File: config.mk
export PLATFORM = sky130hd
export DESIGN_NAME = btn_req_encoder_flat
export DESIGN_NICKNAME = d
export VERILOG_FILES = /design/src/rtl/lab_pkg.sv /design/src/rtl/btn_req_encoder_if.sv /design/src/rtl/btn_debounce.sv /design/src/rtl/btn_req_encoder.sv /design/src/flat_wrapper.sv
export SDC_FILE = /design/constraint.sdc
export NUM_CORES = 1
export LEC_CHECK = 0
export CORE_AREA = 4 4 45 47
export CTS_BUF_LIST = sky130_fd_sc_hd__clkbuf_16
export DETAILED_ROUTE_END_ITERATION = 8
export DIE_AREA = 0 0 49 51
export PLACE_DENSITY = 0.73
export SLEW_MARGIN = 5
export SYNTH_ARGS = -nofsm -noshare
export SYNTH_HDL_FRONTEND = slang
export SYNTH_SLANG_ARGS = --single-unit
export TNS_END_PERCENT = 50
File: constraint.sdc
create_clock -name clk -period 1.1 [get_ports clk]
set_clock_uncertainty 0.2 [all_clocks]
set_input_delay 0.33 -clock clk [delete_from_list [all_inputs] [get_ports clk]]
set_output_delay 0.33 -clock clk [all_outputs]
set_load 0.02 [all_outputs]
File: src/rtl/lab_pkg.sv
// Request codes and output FSM states shared with the downstream request FSM.
// Constants only, no logic; no flow control.
package lab_pkg;

    localparam logic [1:0] REQ_NONE = 2'b00;
    localparam logic [1:0] REQ_S1   = 2'b01;
    localparam logic [1:0] REQ_S2   = 2'b10;

    typedef enum logic {
        READY = 1'b0,
        GAP   = 1'b1
    } out_state_t;

endpackage

File: src/rtl/btn_req_encoder_if.sv
// Raw button levels in, registered request code out.
// No latency or backpressure at this level; the encoder always accepts button levels.
interface btn_req_encoder_if;

    logic [1:0] btn;
    logic [1:0] a;

    modport master (output btn, input a);
    modport slave  (input btn, output a);

endinterface

File: src/rtl/btn_debounce.sv
// One button: 2-flop synchronizer, then a debounced level that flips after DEBOUNCE_CYCLES stable samples.
// Level changes DEBOUNCE_CYCLES+1 edges after the input is first sampled; no backpressure.
module btn_debounce #(
    parameter int DEBOUNCE_CYCLES = 16
) (
    input  logic clk,
    input  logic reset,
    input  logic btn,
    output logic level
);

    localparam int            CW       = $clog2(DEBOUNCE_CYCLES);
    localparam logic [CW-1:0] CNT_LAST = CW'(DEBOUNCE_CYCLES - 1);

    logic          sync1;
    logic          sync2;
    logic [CW-1:0] cnt;

    // Any sample agreeing with the debounced level restarts the stability count.
    always_ff @(posedge clk) begin
        if (reset) begin
            sync1 <= 1'b0;
            sync2 <= 1'b0;
            cnt   <= '0;
            level <= 1'b0;
        end else begin
            sync1 <= btn;
            sync2 <= sync1;
            if (sync2 == level) begin
                cnt <= '0;
            end else if (cnt == CNT_LAST) begin
                cnt   <= '0;
                level <= sync2;
            end else begin
                cnt <= cnt + 1'b1;
            end
        end
    end

endmodule

File: src/rtl/btn_req_encoder.sv
// Debounced button presses become one-cycle request codes separated by at least one idle cycle.
// Press-to-code is DEBOUNCE_CYCLES+3 edges; presses arriving while a code is outstanding are held as pending.
module btn_req_encoder
    import lab_pkg::*;
#(
    parameter int DEBOUNCE_CYCLES = 16
) (
    input  logic               clk,
    input  logic               reset,
    btn_req_encoder_if.slave   bus
);

    logic [1:0] level;
    logic [1:0] level_d;
    logic [1:0] rise;
    logic [1:0] pend;
    logic [1:0] pend_clr;
    logic [1:0] a_q;
    logic [1:0] a_nxt;
    out_state_t state;
    out_state_t state_nxt;

    for (genvar i = 0; i < 2; i++) begin : g_btn
        btn_debounce #(
            .DEBOUNCE_CYCLES (DEBOUNCE_CYCLES)
        ) u_debounce (
            .clk   (clk),
            .reset (reset),
            .btn   (bus.btn[i]),
            .level (level[i])
        );
    end

    assign rise = level & ~level_d;

    // Button 0 has priority; GAP forces an idle cycle after every code.
    always_comb begin
        state_nxt = state;
        a_nxt     = REQ_NONE;
        pend_clr  = 2'b00;
        case (state)
            READY: begin
                if (pend[0]) begin
                    a_nxt     = REQ_S1;
                    pend_clr  = 2'b01;
                    state_nxt = GAP;
                end else if (pend[1]) begin
                    a_nxt     = REQ_S2;
                    pend_clr  = 2'b10;
                    state_nxt = GAP;
                end
            end
            GAP:     state_nxt = READY;
            default: state_nxt = READY;
        endcase
    end

    // A new rise wins over a same-edge clear, so that press is not lost.
    always_ff @(posedge clk) begin
        if (reset) begin
            level_d <= 2'b00;
            pend    <= 2'b00;
            state   <= READY;
            a_q     <= REQ_NONE;
        end else begin
            level_d <= level;
            pend    <= (pend & ~pend_clr) | rise;
            state   <= state_nxt;
            a_q     <= a_nxt;
        end
    end

    assign bus.a = a_q;

endmodule

File: src/flat_wrapper.sv
// flat-port wrapper written by rule: the top's interface ports become plain ports
module btn_req_encoder_flat import lab_pkg::*;
#(
    parameter int DEBOUNCE_CYCLES = 16
)
  (clk, reset, bus_btn, bus_a);
  btn_req_encoder_if bus_i ();
  input  logic clk;
  input  logic reset;
  input wire logic [$bits(bus_i.btn)-1:0] bus_btn;
  output wire logic [$bits(bus_i.a)-1:0] bus_a;
  assign bus_i.btn = bus_btn;
  assign bus_a = bus_i.a;
  btn_req_encoder #(.DEBOUNCE_CYCLES(DEBOUNCE_CYCLES)) u_core (.clk(clk), .reset(reset), .bus(bus_i));
endmodule
==> metrics.yaml <==
outcome: "finished with violations"
violations: "setup timing"
synth_top_family_by_area: "simple AND/OR/NAND/NOR gates"
critPathSlowestCell: "sky130_fd_sc_hd__dfxtp_2"
ff2ff_path_depth: 3
worstPathRequired_ps: 570
clock_sinks: 21
place.port_buffers: 5
cts_root_buf: "sky130_fd_sc_hd__clkbuf_16"
vdd.ir_drop.worst_mv: 1.41
finalHoldWorstSlack_ps: 239
area_of_the_die_um2: 2500
io_pins: 6
grt_start_max_net_pins: 13
worstHoldPathCells: 1
switching_share: 0.183
fp_rows: 15
synthToLayoutAreaGrowth_pct: 37.8
worst_ep_arrival_time_ps: 680
critPathLaunchType: "flip-flop"
syn_area_per_cell_um2: 10.9
drt-total-wl_um: 1120
critical_path_buf_inv_count: 1
grt_setup_unrepaired: "true"
cts_hold_buf: 0
globalRouteTotalUtil: 0.104
detailed_place.area_um2: 845
critical_path.cell_chain: "buf_6"
worst-path-max-fanout: 1
route.vias.total: 468
drt_pass1_iterations: 4
remaining_drc_errors: 0
static-leakage-power_nw: 0.415
die_h_um: 51
yosysUniqueCellTypes: 18
slew_viol_final: 0
drv_cap: 0
drt_iter0_markers: 4
fin_crit_sh: 1.10
antenna_found_initial: 0
min_to: "u_core.g_btn[1].u_debounce.sync2"
cts.path.max_buffers: 2
worst_hold_path_type: "flip-flop to flip-flop"
rr_startpoint: "u_core.g_btn[1].u_debounce.cnt[0]"
postLayoutSetupSlackWorst_ps: -113
synth.top_cells.by_area: "sky130_fd_sc_hd__dfxtp_1, sky130_fd_sc_hd__xor2_1, sky130_fd_sc_hd__nor2b_1"
post-route-min-period_ps: 1210
synth_adder_area_share: 0.0347
ant_nets: 0
grt_pass1_vias: 447
synth-simple-area-share: 0.236
num_antenna_cells: 0
timing.reg2reg.setup_slack_ps: -30
fin_setup_tns_ps: -327
critPathMaxStageDelay_ps: 310
finalHoldViolations: 0
achievable-frequency_mhz: 824
globalplace.congestion: 0.757
drt-vias-per-instance: 4.78
synth_top_area_cell: "sky130_fd_sc_hd__dfxtp_1"
grt_pass1_wl_um: 1880
nFillCells: 146
path_clk_slew_ps: 50
tritoncts.num_buffers: 3
crit_type: "flip-flop to output pin"
yosys_warnings: 0
cts_htree_levels: 1
hold_path.startpoint: "u_core.g_btn[1].u_debounce.sync1"
synth.cell_area_um2: 722
finalSetupViolCount: 6
synthCells: 66
critical_path.endpoint_type: "output pin"
tritoncts: "built"
share_seq_of_total_power: 0.491
post-dp-hpwl_um: 755
grt_remaining_overflow: 0
synth-compound-area-share: 0.0208
synth_xor_xnor_area_share: 0.0728
netSwitchingPower_w: 0.000289
power_density_nw_per_um2: 1580
clk_lat_worst_skew_ps: 250
pwr-share-clk: 0.478
share_of_layout_cells_above_drive_strength_1: 0.346
timing_worst_slew_pin_value_ps: 209
synth-seq-area-share: 0.582
wl_per_cell_um: 11.4
post_synth_mux_area_share: 0.0277
floorplan.initialDensity: 0.437
yosys.area.top_type_share: 0.582
internal_power_of_the_cells_w: 0.00129
max_slew_margin: 0.860
cpLargestDelayFamily: "flip-flops"
register_bit_count_reported_by_yosys: 21
regToRegEndpoint: "u_core.g_btn[1].u_debounce.cnt[2]"
pwr-share-comb: 0.032
critical_path_cell_count: 1
layout_cell_area_excl_fill_um2: 995
nNetsFinal: 88
core_um2: 1650
dieWidth_um: 49
synth_fp_nets: 72
## what timing repair did
item / 4_1_cts / 5_1_grt
pin swaps: 4 / 7
resized for setup: 22 / 5
setup buffers: 0 / 1
endpoints found under the setup margin: 21 / 12
## through the flow
step,setup WS [ps],utilization,instances,total power (W)
4_1_cts,-119,0.582,97,0.00160
3_3_place_gp,-382,0.511,93,0.000837
3_5_place_dp,-416,0.511,93,0.000838
5_1_grt,-126,0.602,98,0.00163
2_1_floorplan,-2.68,-,66,0.000810
6_report,-113,0.602,98,0.00158
## flip-flops by register name (all words and copies together) (netlist names)
| register | cells |
|---|---|
| u_core.level_d | 2 |
| u_core.bus.a | 2 |
| u_core.pend | 2 |
| u_core.g_btn.u_debounce.level | 2 |
| u_core.g_btn.u_debounce.sync2 | 2 |
| u_core.g_btn.u_debounce.sync1 | 2 |
| u_core.g_btn.u_debounce.cnt | 8 |
| u_core.state | 1 |
## per-layer routing
metal,track usage,wire [um],share of wire,up-vias
met3,0.0437,58,0.052,2
met2,0.167,575,0.51,10
met1,0.105,467,0.42,207
met5,0,0,0,-
met4,0.0807,17,0.015,0
li1,-,-,-,249
## power by group through the flow
stage	combinational, W	clock (W)	sequential [W]
final	0.0000498	0.000753	0.000773
after global routing	0.0000554	0.000800	0.000774
after detailed placement	0.0000473	0	0.000791
after CTS	0.0000483	0.000774	0.000775
after floorplan	0.0000200	0	0.000790
after global placement	0.0000463	0	0.000791
## layout make-up
class                   count  area (um^2)  area share
well taps                  17         21.3      0.0214
clock inverters             1         5.00     0.00503
inverters                   2         7.51     0.00755
repair buffers             12          108       0.108
multi-input cells          42          345       0.347
flip-flops and latches     21          433       0.435
clock buffers               3         75.1      0.0755
## worst max path at each step
stage	startpoint	end	slack, ps
2_1_floorplan	u_core.g_btn[0].u_debounce.cnt[1]	u_core.g_btn[0].u_debounce.cnt[2]	-3
3_3_place_gp	reset	u_core.bus.a[0]	-380
3_5_place_dp	reset	u_core.state	-420
4_1_cts	u_core.bus.a[0]	bus_a[0]	-120
5_1_grt	u_core.bus.a[0]	bus_a[0]	-130
6_report	u_core.bus.a[0]	bus_a[0]	-110
## cell usage after synthesis
cell type,instances
sky130_fd_sc_hd__nor4b_2,1
sky130_fd_sc_hd__buf_6,1
sky130_fd_sc_hd__dfxtp_1,21
sky130_fd_sc_hd__ha_1,2
sky130_fd_sc_hd__and3b_1,2
sky130_fd_sc_hd__nor3_1,1
sky130_fd_sc_hd__mux2i_1,2
sky130_fd_sc_hd__nor2_1,9
sky130_fd_sc_hd__o21ai_0,1
sky130_fd_sc_hd__nor3b_1,1
sky130_fd_sc_hd__nand2_1,1
sky130_fd_sc_hd__nor2b_1,6
sky130_fd_sc_hd__nand3b_1,2
sky130_fd_sc_hd__or2b_1,2
sky130_fd_sc_hd__inv_1,2
sky130_fd_sc_hd__xor2_1,6
sky130_fd_sc_hd__a21oi_1,2
sky130_fd_sc_hd__nand3_1,4
## cell usage in the layout, fill, tap and decap left out, types with 2 or more instances in the layout
cell                              instances
sky130_fd_sc_hd__dfxtp_1                 13
sky130_fd_sc_hd__nor2_1                   9
sky130_fd_sc_hd__dfxtp_2                  7
sky130_fd_sc_hd__nor2b_1                  6
sky130_fd_sc_hd__buf_4                    6
sky130_fd_sc_hd__xor2_1                   5
sky130_fd_sc_hd__clkbuf_16                3
sky130_fd_sc_hd__buf_6                    3
sky130_fd_sc_hd__nand3_4                  2
sky130_fd_sc_hd__nand3b_1                 2
sky130_fd_sc_hd__inv_1                    2
sky130_fd_sc_hd__or2b_1                   2
sky130_fd_sc_hd__a21oi_1                  2
sky130_fd_sc_hd__and3b_1                  2
sky130_fd_sc_hd__nand3_1                  2
sky130_fd_sc_hd__mux2i_1                  2
sky130_fd_sc_hd__ha_4                     2
sky130_fd_sc_hd__clkdlybuf4s50_1          2
## cells by family (layout without fill, tap and decap cells)
kind of cell             after synthesis  in the layout
AO/OA/AOI/OAI                          3              3
flip-flops                            21             21
AND/OR/NAND/NOR                       29             29
buffers and inverters                  3             18
adder cells (fa/ha/maj)                2              2
multiplexers                           2              2
XOR/XNOR                               6              6
Power figures use the tool's default switching activity.
